File: config.mk
export PLATFORM = sky130hd
export DESIGN_NAME = cpu_core_p_flat
export DESIGN_NICKNAME = d
export VERILOG_FILES = /design/src/rtl/cpu_core_p_if.sv /design/src/rtl/cpu_core_p.sv /design/src/flat_wrapper.sv
export SDC_FILE = /design/constraint.sdc
export NUM_CORES = 1
export LEC_CHECK = 0
export ABC_AREA = 1
export BUFFER_PORTS_ARGS = -buffer_cell sky130_fd_sc_hd__buf_4
export CAP_MARGIN = 20
export CORE_MARGIN = 2
export CORE_UTILIZATION = 60
export CTS_CLUSTER_DIAMETER = 150
export CTS_CLUSTER_SIZE = 30
export DETAILED_ROUTE_END_ITERATION = 10
export PLACE_DENSITY_LB_ADDON = 0.05
export RECOVER_POWER = 25
export SLEW_MARGIN = 5
export SYNTH_ARGS = -nofsm -noshare
export SYNTH_HDL_FRONTEND = slang
export SYNTH_SLANG_ARGS = --single-unit
File: constraint.sdc
create_clock -name clk -period 3.15 [get_ports clk]
set_clock_uncertainty 0.1 [all_clocks]
set_input_delay 0 -clock clk [delete_from_list [all_inputs] [get_ports clk]]
set_output_delay 0 -clock clk [all_outputs]
set_load 0.01 [all_outputs]
File: src/rtl/cpu_core_p_if.sv
// Memory bus between cpu_core_p and the memory model: ready-handshaked,
// split read/write data, one outstanding request at a time.
interface cpu_core_p_if #(
  parameter int WORD_SIZE = 16,
  parameter int ADDR_SIZE = 8
) ();
  logic [WORD_SIZE-1:0] mem_rdata;
  logic                 mem_ready;
  logic [ADDR_SIZE-1:0] mem_addr;
  logic [WORD_SIZE-1:0] mem_wdata;
  logic                 mem_rd;
  logic                 mem_wr;

  modport master (input mem_rdata, mem_ready, output mem_addr, mem_wdata, mem_rd, mem_wr);
  modport slave  (output mem_rdata, mem_ready, input mem_addr, mem_wdata, mem_rd, mem_wr);
endinterface

File: src/rtl/cpu_core_p.sv
// Multi-cycle register-file CPU core with optional boot-clear sweep.
// Legal only when 4 + 2*clog2(NREGS) + ADDR_SIZE <= WORD_SIZE.
module cpu_core_p #(
  parameter int WORD_SIZE = 16,
  parameter int ADDR_SIZE = 8,
  parameter int NREGS     = 4,
  parameter int BOOT_EN   = 1
) (
  input  logic          clk,
  input  logic          rst,
  cpu_core_p_if.master  bus,
  output logic          boot,
  output logic          halted,
  output logic          ovfl
);
  localparam int RW = $clog2(NREGS);
  localparam logic [ADDR_SIZE-1:0] ADDR_MAX = '1;

  localparam logic [3:0] OP_LDI  = 4'd1;
  localparam logic [3:0] OP_LD   = 4'd2;
  localparam logic [3:0] OP_ST   = 4'd3;
  localparam logic [3:0] OP_ADD  = 4'd4;
  localparam logic [3:0] OP_SUB  = 4'd5;
  localparam logic [3:0] OP_MOV  = 4'd6;
  localparam logic [3:0] OP_JMP  = 4'd7;
  localparam logic [3:0] OP_JZ   = 4'd8;
  localparam logic [3:0] OP_HALT = 4'd15;

  typedef enum logic [2:0] {
    S_BOOT, S_FETCH, S_DECODE, S_EXEC, S_MEM, S_WB, S_HALT
  } state_t;

  state_t                          state_q, state_d;
  logic [ADDR_SIZE-1:0]            pc_q, pc_d, npc;
  logic [WORD_SIZE-1:0]            ir_q, ir_d;
  logic [NREGS-1:0][WORD_SIZE-1:0] regs_q, regs_d;
  logic [WORD_SIZE-1:0]            opa_q, opa_d, opb_q, opb_d, res_q, res_d;
  logic                            ovr_q, ovr_d, br_q, br_d;
  logic                            ovfl_q, ovfl_d, boot_q, boot_d, halted_q, halted_d;
  logic                            rd_q, rd_d, wr_q, wr_d;
  logic [ADDR_SIZE-1:0]            addr_q, addr_d;
  logic [WORD_SIZE-1:0]            wdata_q, wdata_d;

  logic [3:0]           op;
  logic [RW-1:0]        rd_idx, rs_idx;
  logic [ADDR_SIZE-1:0] addr_f;
  logic [WORD_SIZE-1:0] sum, diff;

  assign op     = ir_q[WORD_SIZE-1 -: 4];
  assign rd_idx = ir_q[WORD_SIZE-5 -: RW];
  assign rs_idx = ir_q[WORD_SIZE-5-RW -: RW];
  assign addr_f = ir_q[ADDR_SIZE-1:0];
  assign sum    = opa_q + opb_q;
  assign diff   = opa_q - opb_q;

  // Requests are raised on the transition into a bus state so FETCH and MEM
  // each cost a single cycle when memory answers immediately.
  always_comb begin
    state_d  = state_q;
    pc_d     = pc_q;
    ir_d     = ir_q;
    regs_d   = regs_q;
    opa_d    = opa_q;
    opb_d    = opb_q;
    res_d    = res_q;
    ovr_d    = ovr_q;
    br_d     = br_q;
    ovfl_d   = ovfl_q;
    boot_d   = boot_q;
    halted_d = halted_q;
    rd_d     = rd_q;
    wr_d     = wr_q;
    addr_d   = addr_q;
    wdata_d  = wdata_q;
    npc      = br_q ? addr_f : pc_q + 1'b1;
    case (state_q)
      S_BOOT: begin
        wdata_d = '0;
        if (!wr_q) begin
          wr_d = 1'b1;
        end else if (bus.mem_ready) begin
          if (addr_q == ADDR_MAX) begin
            wr_d    = 1'b0;
            boot_d  = 1'b0;
            pc_d    = '0;
            rd_d    = 1'b1;
            addr_d  = '0;
            state_d = S_FETCH;
          end else begin
            addr_d = addr_q + 1'b1;
          end
        end
      end
      S_FETCH: begin
        if (!rd_q) begin
          rd_d   = 1'b1;
          addr_d = pc_q;
        end else if (bus.mem_ready) begin
          ir_d    = bus.mem_rdata;
          rd_d    = 1'b0;
          state_d = S_DECODE;
        end
      end
      S_DECODE: begin
        opa_d   = regs_q[rd_idx];
        opb_d   = regs_q[rs_idx];
        state_d = S_EXEC;
      end
      S_EXEC: begin
        br_d    = 1'b0;
        state_d = S_WB;
        case (op)
          OP_LDI: res_d = WORD_SIZE'(addr_f);
          OP_ADD: begin
            res_d = sum;
            ovr_d = (opa_q[WORD_SIZE-1] == opb_q[WORD_SIZE-1]) &&
                    (sum[WORD_SIZE-1] != opa_q[WORD_SIZE-1]);
          end
          OP_SUB: begin
            res_d = diff;
            ovr_d = (opa_q[WORD_SIZE-1] != opb_q[WORD_SIZE-1]) &&
                    (diff[WORD_SIZE-1] != opa_q[WORD_SIZE-1]);
          end
          OP_MOV: res_d = opb_q;
          OP_JMP: br_d = 1'b1;
          OP_JZ:  br_d = (opa_q == '0);
          OP_LD: begin
            rd_d    = 1'b1;
            addr_d  = addr_f;
            state_d = S_MEM;
          end
          OP_ST: begin
            wr_d    = 1'b1;
            addr_d  = addr_f;
            wdata_d = opa_q;
            state_d = S_MEM;
          end
          default: ;
        endcase
      end
      S_MEM: begin
        if (bus.mem_ready) begin
          if (rd_q) res_d = bus.mem_rdata;
          rd_d    = 1'b0;
          wr_d    = 1'b0;
          state_d = S_WB;
        end
      end
      S_WB: begin
        case (op)
          OP_LDI, OP_LD, OP_MOV: regs_d[rd_idx] = res_q;
          OP_ADD, OP_SUB: begin
            regs_d[rd_idx] = res_q;
            ovfl_d         = ovr_q;
          end
          default: ;
        endcase
        pc_d = npc;
        if (op == OP_HALT) begin
          halted_d = 1'b1;
          state_d  = S_HALT;
        end else begin
          rd_d    = 1'b1;
          addr_d  = npc;
          state_d = S_FETCH;
        end
      end
      default: ;
    endcase
  end

  always_ff @(posedge clk) begin
    if (rst) begin
      state_q  <= (BOOT_EN != 0) ? S_BOOT : S_FETCH;
      boot_q   <= (BOOT_EN != 0);
      pc_q     <= '0;
      ir_q     <= '0;
      regs_q   <= '0;
      opa_q    <= '0;
      opb_q    <= '0;
      res_q    <= '0;
      ovr_q    <= 1'b0;
      br_q     <= 1'b0;
      ovfl_q   <= 1'b0;
      halted_q <= 1'b0;
      rd_q     <= 1'b0;
      wr_q     <= 1'b0;
      addr_q   <= '0;
      wdata_q  <= '0;
    end else begin
      state_q  <= state_d;
      boot_q   <= boot_d;
      pc_q     <= pc_d;
      ir_q     <= ir_d;
      regs_q   <= regs_d;
      opa_q    <= opa_d;
      opb_q    <= opb_d;
      res_q    <= res_d;
      ovr_q    <= ovr_d;
      br_q     <= br_d;
      ovfl_q   <= ovfl_d;
      halted_q <= halted_d;
      rd_q     <= rd_d;
      wr_q     <= wr_d;
      addr_q   <= addr_d;
      wdata_q  <= wdata_d;
    end
  end

  assign bus.mem_addr  = addr_q;
  assign bus.mem_wdata = wdata_q;
  assign bus.mem_rd    = rd_q;
  assign bus.mem_wr    = wr_q;
  assign boot          = boot_q;
  assign halted        = halted_q;
  assign ovfl          = ovfl_q;
endmodule

File: src/flat_wrapper.sv
// flat-port wrapper written by rule: the top's interface ports become plain ports
module cpu_core_p_flat 
#(
  parameter int WORD_SIZE = 16,
  parameter int ADDR_SIZE = 8,
  parameter int NREGS     = 4,
  parameter int BOOT_EN   = 1
)
  (clk, rst, boot, halted, ovfl, bus_mem_rdata, bus_mem_ready, bus_mem_addr, bus_mem_wdata, bus_mem_rd, bus_mem_wr);
  cpu_core_p_if #(.WORD_SIZE(WORD_SIZE), .ADDR_SIZE(ADDR_SIZE)) bus_i ();
  input  logic clk;
  input  logic rst;
  output logic boot;
  output logic halted;
  output logic ovfl;
  input wire logic [$bits(bus_i.mem_rdata)-1:0] bus_mem_rdata;
  input wire logic [$bits(bus_i.mem_ready)-1:0] bus_mem_ready;
  output wire logic [$bits(bus_i.mem_addr)-1:0] bus_mem_addr;
  output wire logic [$bits(bus_i.mem_wdata)-1:0] bus_mem_wdata;
  output wire logic [$bits(bus_i.mem_rd)-1:0] bus_mem_rd;
  output wire logic [$bits(bus_i.mem_wr)-1:0] bus_mem_wr;
  assign bus_i.mem_rdata = bus_mem_rdata;
  assign bus_i.mem_ready = bus_mem_ready;
  assign bus_mem_addr = bus_i.mem_addr;
  assign bus_mem_wdata = bus_i.mem_wdata;
  assign bus_mem_rd = bus_i.mem_rd;
  assign bus_mem_wr = bus_i.mem_wr;
  cpu_core_p #(.WORD_SIZE(WORD_SIZE), .ADDR_SIZE(ADDR_SIZE), .NREGS(NREGS), .BOOT_EN(BOOT_EN)) u_core (.clk(clk), .rst(rst), .bus(bus_i), .boot(boot), .halted(halted), .ovfl(ovfl));
endmodule
== Word level (Yosys, flattened, before mapping) ==
Index checks and enable logic that the tools add are counted.

* Flip-flop bits (word level): 170
* Input bits: 19
* Output and inout port bits: 29

* Add/subtract/negate cells: 4
* Order comparisons: 3
* Equal/unequal tests: 32
* Mux-type cells: 50
* Reduce and logical (&&, ||, !) cells: 29

{| class="wikitable"
|+ Operators by type and width
! operator !! count
|-
| $mux W16 || 6
|-
| $mux W8 || 10
|-
| $bmux W16 S2 || 2
|-
| $bwmux W64 || 1
|-
| $pmux W16 S2 || 2
|-
| $pmux W16 S4 || 1
|-
| $demux W16 S2 || 1
|-
| $pmux W8 S4 || 1
|-
| $mux W3 || 7
|-
| $pmux W3 S6 || 1
|-
| $add A16 B16 Y16 || 1
|-
| $add A8 B1 Y8 const B || 2
|-
| $eq A4 B3 Y1 const B || 4
|-
| $logic_not A16 Y1 || 1
|-
| $pmux W8 S2 || 1
|-
| $sub A16 B16 Y16 || 1
|-
| $reduce_and A7 Y1 || 2
|-
| $mux W1 || 13
|-
| $ne A2 B1 Y1 const B || 6
|-
| $ne A2 B2 Y1 const B || 6
|-
| $reduce_and A4 Y1 || 3
|-
| $reduce_and A2 Y1 || 5
|-
| $eq A4 B2 Y1 const B || 2
|-
| $eq A4 B4 Y1 const B || 2
|-
| other kinds (24) || 37
|}

== Longest topological paths before layout ==
Gate-level depths: netlist (run 1).

* Depth in word-level cells: 5
* Mapped depth: 15

== Worst setup path after synthesis (run 1) ==
Ideal clock, no wire load.

* Path type: flip-flop to flip-flop
* From: register u_core.opa_q[0]
* To: register u_core.res_q[12]
* Setup time: 119 ps
* Arrival time: 1731 ps
* Data required time: 2931 ps
* Setup slack: 1199 ps
* Stages on the path, launching flop included: 14
* Path buffers: 0
* Clock period less this slack: 1951 ps
* Path through: dfxtp_1 inv_1 ha_1 fa_1 inv_1 nand3_1 nand3_1 nand3_1 nand3_1 nand2_1 nand3_1 nand3_1 nand2_1 a21oi_1

* Word-level cells in the longest chain between the ends: 3

{| class="wikitable"
|+ Ends and longest elaborated chain
! element !! line !! text
|-
| start, declared || cpu_core_p.sv:37 || <nowiki>logic [WORD_SIZE-1:0] opa_q, opa_d, opb_q, opb_d, res_q, res_d;</nowiki>
|-
| start signal, assigned || cpu_core_p.sv:196 || <nowiki>opa_q <= opa_d;</nowiki>
|-
| $sub A16 B16 Y16 / $add A16 B16 Y16 (equally long branches) || cpu_core_p.sv:54, cpu_core_p.sv:53 ||
|-
| $pmux W16 S4 * || cpu_core_p.sv:112 || <nowiki>case (op)</nowiki>
|-
| $pmux W16 S2 * || cpu_core_p.sv:76 || <nowiki>case (state_q)</nowiki>
|-
| end signal, assigned || cpu_core_p.sv:198 || <nowiki>res_q <= res_d;</nowiki>
|-
| end, declared || cpu_core_p.sv:37 ||
|}

Mark *: on every way between the ends. The rest lies on a longest branch, timed or not.
A chain may end at the register's enable or synchronous reset.

==> results.toml, run 1 <==
[final_layout]
final_nets = 1540
most-common-layout-cells = "a21oi_1, nand2_1, inv_1, dfxtp_1, o21ai_0"
diodes = 0
drive_above_1_share_pct = 6.61
design_area_um2 = 10900
final_cells = 1714
area_growth_pct = 12.1
final-seq-area_um2 = 3400
multi_input_area_um2 = 5120
final_core_util_pct = 68.8
mostFrequentLayoutCell = "a21oi_1"
n_fill_cell = 1458

[global_routing]
grt_overflow = 0
grt_max_degree = 89
antenna_found_initial = 0
grt_pass1_vias = 8898
grt_usage_pct = 35.3
grt_first_pass_wirelength_mm = 48.5

[synth]
synthCells = 1454
syn_area_um2 = 9710
ys_warn_count = 0
postSynthAreaPerCell_um2 = 6.68
synthArstFlopShare_pct = 0
synth_enable_flop_cells = 0
synth.net_count = 1508
synth_seq_cells = 170
ys.flop_type = "dfxtp_1"
synthDistinctLibCells = 44
ys_seq_area_share_pct = 35.0

[floorplanning]
dieHeight_um = 131
chipWidth_um = 131
initial_core_util_pct = 61.4
die-area_um2 = 17200
coreArea_um2 = 15800
core.rowCount = 46
pin_count = 48

[pwr]
ir_drop_v = 0.000416
p_leak_nw = 4.63
p_sw_uw = 970
clockPowerShare_pct = 49.5
p_sw_share_pct = 21.3
p_seq_share_pct = 47.5
p_comb_share_pct = 3.0
p_int_mw = 3.58
powerDensity_nw_per_um2 = 418
p_total_mw = 4.55

[sta]
final-max-slew-violation-count = 89
period_share_pct = 83.0
setup_viol = 0
fmax_mhz = 383
max_slew_margin_pct = -7.68
min_period_ns = 2.61
tightest_slew_ns = 1.62
finalHoldViolCount = 0
fin_ws_ns = 0.537
fin_hold_ws_ns = 0.260
rsz0062_at_grt = "false"
setup_tns_ns = 0

[drt]
wl_per_cell_um = 18.0
drt_iter0_markers = 1289
drt_wl_total_mm = 30.8
firstDrtPassIters = 5
viasPerCell = 5.89
num_vias = 10097
drc = 0
drtAntennaViolNets = 0

[worst_setup_path]
worstSetupPathType = "in -> reg"
slowest_delay_ns = 1.23
crit_required_ns = 3.41
setup.worst_path.start_class = "input port"
crit_chain = "dlygate4sd3_1, buf_4, clkinv_2, clkbuf_2, o21ai_0, a21oi_1"
cpMaxStageDelayCell = "clkbuf_2"
startpoint = "rst"
cp-end-kind = "flop"
crit_fanout = 88
crit_arrival_ns = 2.87
crit_family = "buffers and inverters"
reg2reg_from = "u_core.state_q[0]"
path_buf_inv = 4

[placement]
dp_hpwl_mm = 22.1
io_buffers = 47
place_ws_ns = 0.767
dp_cells = 1665
placed_cell_area_um2 = 10200
place_congestion = 0.966

[cts]
h-tree-depth = 4
cts_buffers = 17
clk_path_buf_depth = 2
clk_latency_ns = 0.44
post_cts_buffers = 0
cts.sinks = 170
cts_tree = "built"
clkTransAtPathRegs_ns = 0.06
cts_root_buf = "clkbuf_16"

[status]
violations = "capacitance limit, slew limit"
status = "complete, but fails checks"

[min_path]
hp-start = "bus_mem_rdata[6]"
worstHoldPathType = "in -> reg"

[run]
cap_violations = 1
## registers in the layout, indices dropped and copies added, names as in the netlist, 3 cells and up
| name | flops |
|---|---|
| u_core.bus.mem_addr | 8 |
| u_core.state_q | 3 |
| u_core.regs_q | 64 |
| u_core.bus.mem_wdata | 16 |
| u_core.res_q | 16 |
| u_core.opb_q | 16 |
| u_core.opa_q | 16 |
| u_core.ir_q | 16 |
| u_core.pc_q | 8 |
## worst reg2reg max path: cells and delay by family, from the launching register on
kind,cells,cell delay [ns]
compound gates,2,0.22
buf+inv,2,0.42
flops,1,0.55
simple gates,4,1.19
## worst paths after layout
check / to / slack [ns] / cells past startpoint
worst max-delay path: u_core.opa_q[0] / 0.54 / 6
worst min-delay path: u_core.ir_q[6] / 0.26 / 4
worst max register to register: u_core.regs_q[62] / 0.55 / 8
worst min register to register: u_core.regs_q[14] / 0.36 / 2
## cell usage after synthesis (2+ instances only)
cell type | n | share of area [%]
o21ai_0 | 126 | 6.5
buf_2 | 14 | 0.72
o22ai_1 | 18 | 1.2
buf_6 | 4 | 0.46
clkinv_1 | 3 | 0.12
nor2_1 | 85 | 3.3
o211ai_1 | 18 | 1.4
clkbuf_1 | 50 | 1.9
nor3_1 | 10 | 0.52
ha_1 | 33 | 4.3
nor2_2 | 4 | 0.26
nand3_1 | 93 | 4.8
a221oi_1 | 18 | 1.6
a22oi_1 | 3 | 0.23
a31oi_1 | 8 | 0.52
nor2_8 | 2 | 0.41
o21bai_1 | 3 | 0.23
inv_2 | 12 | 0.46
nor4_1 | 3 | 0.19
xor2_1 | 7 | 0.63
o221ai_1 | 4 | 0.36
fa_1 | 2 | 0.41
buf_1 | 7 | 0.27
o21ai_1 | 76 | 3.9
inv_1 | 212 | 8.2
nand4_1 | 10 | 0.64
nand2_1 | 219 | 8.5
a21oi_1 | 222 | 11
nand2_2 | 4 | 0.26
dfxtp_1 | 170 | 35
## power by group through the flow
stage	registers (mW)	logic (mW)	clock network, mW
after floorplan	2.21	0.0714	0
final	2.16	0.138	2.25
after detailed placement	2.21	0.119	0
after global placement	2.21	0.118	0
after global routing	2.16	0.150	2.34
after CTS	2.16	0.138	2.26
## cell families after synthesis
kind of cell / after synthesis / share of synthesized area [%]
adder cells (fa/ha/maj): 35 / 4.66
AND/OR/NAND/NOR: 434 / 19.2
XOR/XNOR: 8 / 0.721
AO/OA/AOI/OAI: 503 / 28.1
buffers and inverters: 304 / 12.3
flip-flops: 170 / 35.0
## what timing repair did
item / CTS / global route
hold buffers: 18 / 0
hold endpoints to repair: 49 / 0
gates resized for setup: 0 / 0
setup endpoints to repair: 0 / 0
## layer usage
metal  up-vias  global-route usage (%)  part of all wire (%)
li1       4941                       -                     -
met1      4590                    52.8                    46
met2       502                    51.1                    42
met3        64                    6.06                   9.4
met4         0                    12.2                   2.9
met5         -                       0                     0
## final cells by class
cell class	count	share of cell area, %
clock buffer	21	4.23
inverter	228	7.90
clock inverter	10	1.53
multi-input combinational	980	47.0
sequential	170	31.3
timing repair buffer	89	5.61
tap	216	2.48
Power figures use the tool's default switching activity.
==> run 2, diff against run 1 <==
- clock period: 3.15 -> 2.5 ns (I/O delays scaled with it)
==> results.toml, run 2 (synthesis gave the netlist of run 1 again) <==
[sta]
setup_tns_ns = 0
finalHoldViolCount = 0
max_slew_margin_pct = 44.9
fin_hold_ws_ns = 0.254
fin_ws_ns = 0.0873
min_period_ns = 2.41
setup_viol = 0
final-max-slew-violation-count = 0
rsz0062_at_grt = "false"
fmax_mhz = 414
period_share_pct = 96.5
tightest_slew_ns = 0.827

[global_routing]
grt_pass1_vias = 9123
grt_first_pass_wirelength_mm = 50.3
grt_usage_pct = 36.7
antenna_found_initial = 0
grt_overflow = 0
grt_max_degree = 87

[cts]
post_cts_buffers = 0
clkTransAtPathRegs_ns = 0.08
cts_root_buf = "clkbuf_16"
clk_path_buf_depth = 2
cts_buffers = 17
clk_latency_ns = 0.44
cts.sinks = 170
cts_tree = "built"
h-tree-depth = 4

[placement]
dp_hpwl_mm = 23.0
place_ws_ns = 0.157
place_congestion = 1.08
io_buffers = 47
dp_cells = 1697

[drt]
drtAntennaViolNets = 0
firstDrtPassIters = 6
wl_per_cell_um = 18.4
viasPerCell = 5.93
drt_wl_total_mm = 32.2
drt_iter0_markers = 1205
drc = 0
num_vias = 10353

[pwr]
powerDensity_nw_per_um2 = 510
p_leak_nw = 4.77
p_comb_share_pct = 3.1
p_int_mw = 4.24
ir_drop_v = 0.000636
p_seq_share_pct = 47.9
clockPowerShare_pct = 49.0
p_sw_mw = 1.44
p_sw_share_pct = 25.3

[final_layout]
regMostFlops = "u_core.regs_q"
area_growth_pct = 14.6
final-seq-area_um2 = 3410
multi_input_area_um2 = 5120
n_fill_cell = 1407
largest_reg_flops = 64
final_cells = 1747
drive_above_1_share_pct = 9.01
mostFrequentLayoutCell = "a21oi_1"
most-common-layout-cells = "a21oi_1, nand2_1, inv_1, dfxtp_1, o21ai_0"
diodes = 0
final_nets = 1572

[floorplanning]
dieHeight_um = 131
core.rowCount = 46
die-area_um2 = 17200
coreArea_um2 = 15800
chipWidth_um = 131
initial_core_util_pct = 61.4
pin_count = 48

[min_path]
worstHoldPathType = "in -> reg"
whs_path_depth = 4

[worst_setup_path]
worstSetupPathType = "reg -> reg"
crit_fanout = 8
worstRegToRegCells = 13
cp-end-kind = "flop"
crit_arrival_ns = 2.69
crit_required_ns = 2.78
setup.worst_path.start_class = "flop"

[run]
cap_violations = 0

[status]
status = "finished, final reports clean"
-- run 2: cell count changes in the layout (fill, tap and decap cells not counted), sizes merged --
| cell | change |
|---|---|
| clkinv | +2 |
| clkinvlp | +1 |
| buf | +30 |
| inv | +5 |
| bufinv | -3 |
| clkbuf | -2 |
-- run 2: layout make-up --
cell class                 instances  share of cell area [%]
tap                              216                    2.43
clock inverter                    15                    1.79
timing repair buffer             121                    7.58
inverter                         228                    7.73
sequential                       170                    30.6
clock buffer                      17                    3.82
multi-input combinational        980                    46.0
-- run 2: path summary, 6_finish.rpt --
path | start | end | slack (ns)
setup reg to reg | u_core.opb_q[7] | u_core.ovr_q | 0.09
hold / removal | bus_mem_rdata[6] | u_core.ir_q[6] | 0.25
hold reg to reg | u_core.regs_q[7] | u_core.regs_q[7] | 0.37
setup / recovery | u_core.opb_q[7] | u_core.ovr_q | 0.09
-- run 2: layer usage --
layer	share of wire [%]	up-vias	global-route usage (%)
met5	0	-	0
met4	2.0	0	10.7
met3	11	52	6.91
met2	43	579	54.3
met1	44	4723	54.2
li1	-	4999	-
-- run 2: through the flow --
step           util (%)  area (µm²)  total power [mW]
2_1_floorplan         -        9710              2.87
3_3_place_gp       66.0       10400              2.93
3_5_place_dp       66.0       10400              2.94
4_1_cts            71.0       11200              5.69
5_1_grt            70.3       11100              5.81
6_report           70.3       11100              5.68
-- run 2: power by group through the flow --
stage	sequential (mW)	clock [mW]	combinational [mW]
after floorplan	2.78	0	0.0899
after global placement	2.78	0	0.153
after detailed placement	2.78	0	0.154
after CTS	2.72	2.80	0.177
after global routing	2.72	2.90	0.193
final	2.72	2.78	0.175
-- run 2: critical path: stages, from the launching register on --
cell and delay [ns]:
dfxtp_1 0.40, inv_1 0.12, ha_2 0.42, nand2_1 0.07, inv_1 0.11, nand2_1 0.09
nor3_1 0.33, nand2_1 0.16, nand2_1 0.12, xor2_1 0.16, nand3_1 0.08, nand2_1 0.08
nor2_1 0.04, nor2_1 0.08
-- run 2: repair_timing --
| item | 4_1_cts | 5_1_grt |
|---|---|---|
| resized for setup | 0 | 7 |
| endpoints found under the hold margin | 49 | 0 |
| setup endpoints to repair | 0 | 6 |
| hold buffers | 18 | 0 |
==> run 3, diff against run 2 <==
--- a/config.mk
+++ b/config.mk
@@ -6,5 +6,4 @@
 export NUM_CORES = 1
 export LEC_CHECK = 0
-export ABC_AREA = 1
 export BUFFER_PORTS_ARGS = -buffer_cell sky130_fd_sc_hd__buf_4
 export CAP_MARGIN = 20
@@ -16,5 +15,5 @@
 export PLACE_DENSITY_LB_ADDON = 0.05
 export RECOVER_POWER = 25
-export SLEW_MARGIN = 5
+export SLEW_MARGIN = 30
 export SYNTH_ARGS = -nofsm -noshare
 export SYNTH_HDL_FRONTEND = slang
==> constraint.sdc (replaced) <==
create_clock -name clk -period 2.5 [get_ports clk]
set_clock_uncertainty 0.1 [all_clocks]
set_input_delay 0.125 -clock clk [delete_from_list [all_inputs] [get_ports clk]]
set_output_delay 0.125 -clock clk [all_outputs]
set_load 0.01 [all_outputs]
==> results.toml, run 3 <==
[synth]
synthMuxAreaShare_pct = 15.1
synth.net_count = 1234
ys_seq_area_share_pct = 34.8
synthDistinctLibCells = 73
syn_area_um2 = 9770
ys_top_cells_by_area = "dfxtp_1, mux2i_1, mux4_2"
synth_enable_flop_cells = 0
synthCells = 1180
synth-simple-area-share_pct = 20.7
synth_xor_area_share_pct = 1.97
synth_top_family_by_area = "simple AND/OR/NAND/NOR gates"
ys.flop_type = "dfxtp_1"
synth_common_cells = "dfxtp_1, nand2_1, nor2_1"
synthAdderAreaFrac_pct = 4.64
netlist.top_cell.by_area = "dfxtp_1"
synth_compound_area_share_pct = 17.6
synthArstFlopShare_pct = 0
postSynthAreaPerCell_um2 = 8.28
synth_top_area_share_pct = 34.8
synth_seq_cells = 170
ys_warn_count = 0

[cts]
cts_root_buf = "clkbuf_16"
cts_buffers = 17
h-tree-depth = 4
clk_path_buf_depth = 2
clk_latency_ns = 0.44
cts_tree = "built"
cts.sinks = 170
clkTransAtPathRegs_ns = 0.07

[sta]
final-max-slew-violation-count = 0
fin_ws_ns = -0.293
setup_viol = 9
tightest_slew_ns = 0.726
setup_tns_ns = -1.11
finalHoldViolCount = 0
max_slew_margin_pct = 51.5
min_period_ns = 2.79
fmax_mhz = 358
period_share_pct = 112
rsz0062_at_grt = "true"

[pwr]
powerDensity_nw_per_um2 = 464
ir_drop_v = 0.000484
p_leak_nw = 4.48

[placement]
io_buffers = 47
placed_cell_area_um2 = 10900
dp_hpwl_mm = 20.5
dp_cells = 1460
place_congestion = 0.979
place_ws_ns = -0.332

[floorplanning]
coreArea_um2 = 15900
initial_core_util_pct = 61.5
core.rowCount = 46
dieHeight_um = 132
die-area_um2 = 17300
pin_count = 48
chipWidth_um = 132

[global_routing]
grt_max_degree = 40
grt_overflow = 0
grt_usage_pct = 33.0
antenna_found_initial = 0
grt_first_pass_wirelength_mm = 45.2
grt_pass1_vias = 8491

[drt]
num_vias = 9213
drt_iter0_markers = 899
drc = 0
firstDrtPassIters = 5
viasPerCell = 6.09
drt_wl_total_mm = 29.2
wl_per_cell_um = 19.3
drtAntennaViolNets = 0

[final_layout]
final_core_util_pct = 74.8
mostFrequentLayoutCell = "nand2_1"
final_cells = 1514
design_area_um2 = 11900
largest_reg_flops = 64
regMostFlops = "u_core.regs_q"
most-common-layout-cells = "nand2_1, dfxtp_1, nor2_1, buf_4, a21oi_1"
area_growth_pct = 21.6
drive_above_1_share_pct = 20.7
diodes = 0
final_nets = 1339

[status]
status = "complete, but fails checks"
violations = "setup timing"

[worst_setup_path]
path_buf_inv = 1
worstSetupPathType = "reg -> reg"
setup.worst_path.start_class = "flop"
cp-end-kind = "flop"
crit_required_ns = 2.76
crit_chain = "ha_4, inv_2, fa_2, or2_4, a221oi_4, o221ai_2, a221o_1, o31a_1, xnor2_1, nand2_1, a311oi_1"
crit_family = "compound AO/OA/AOI/OAI gates"
slowest_delay_ns = 0.36
crit_fanout = 3
cpMaxStageDelayCell = "dfxtp_4"
crit_arrival_ns = 3.05

[run]
cap_violations = 0

[min_path]
worstHoldPathType = "in -> reg"
[run 3: worst reg2reg max path, cell delays in order, from the launching register on]
cell and delay [ns]:
dfxtp_4 0.36, ha_4 0.13, inv_2 0.04, fa_2 0.34
or2_4 0.24, a221oi_4 0.31, o221ai_2 0.18, a221o_1 0.34
o31a_1 0.26, xnor2_1 0.14, nand2_1 0.07, a311oi_1 0.19
[run 3: power by group]
| group | total, mW | switching [mW] | internal (mW) |
|---|---|---|---|
| logic | 0.141 | 0.0822 | 0.0586 |
| clock network | 2.65 | 1.20 | 1.45 |
| registers | 2.71 | 0.00476 | 2.71 |
[run 3: cell type report]
| cell class | count | area [µm²] |
|---|---|---|
| inverter | 34 | 130 |
| tap | 216 | 270 |
| clock inverter | 13 | 131 |
| multi-input combinational | 887 | 6180 |
| fill | 1268 | 4010 |
| clock buffer | 19 | 453 |
| sequential | 170 | 3420 |
| timing repair buffer | 175 | 1290 |
[run 3: cells by family after synthesis]
logic type | after synthesis
xor+xnor | 22
fa+ha+maj | 35
simple gates | 452
compound gates | 271
mux | 107
buf+inv | 123
flops | 170
[run 3: worst paths after layout]
path | cells past startpoint | to | from | slack, ns
hold reg to reg | 2 | u_core.bus.mem_wdata[11] | u_core.bus.mem_wdata[11] | 0.35
setup reg to reg | 11 | u_core.res_q[12] | u_core.opb_q[0] | -0.29
hold / removal | 2 | u_core.bus.mem_rd | rst | 0.05
setup / recovery | 11 | u_core.res_q[12] | u_core.opb_q[0] | -0.29
[run 3: stage by stage]
step	hold WS (ns)	power [mW]
detailed placement	0.291	2.89
floorplan	0.161	2.83
global placement	0.288	2.89
CTS	0.0355	5.53
global route	0.0736	5.63
finish	0.0469	5.51
[run 3: routing by layer]
| metal | GRT usage, % | vias up | share of wire, % |
|---|---|---|---|
| met1 | 43.2 | 4388 | 42 |
| met2 | 54.8 | 367 | 48 |
| li1 | - | 4402 | - |
| met5 | 0 | - | 0 |
| met3 | 5.29 | 56 | 6.8 |
| met4 | 12.8 | 0 | 3.3 |
[run 3: timing repair]
item                       CTS  global route
hold endpoints to repair    23             0
pin swaps                   22            22
resized for setup           26            38
setup endpoints to repair   12            13
buffers inserted             4             2
hold buffers                17             0
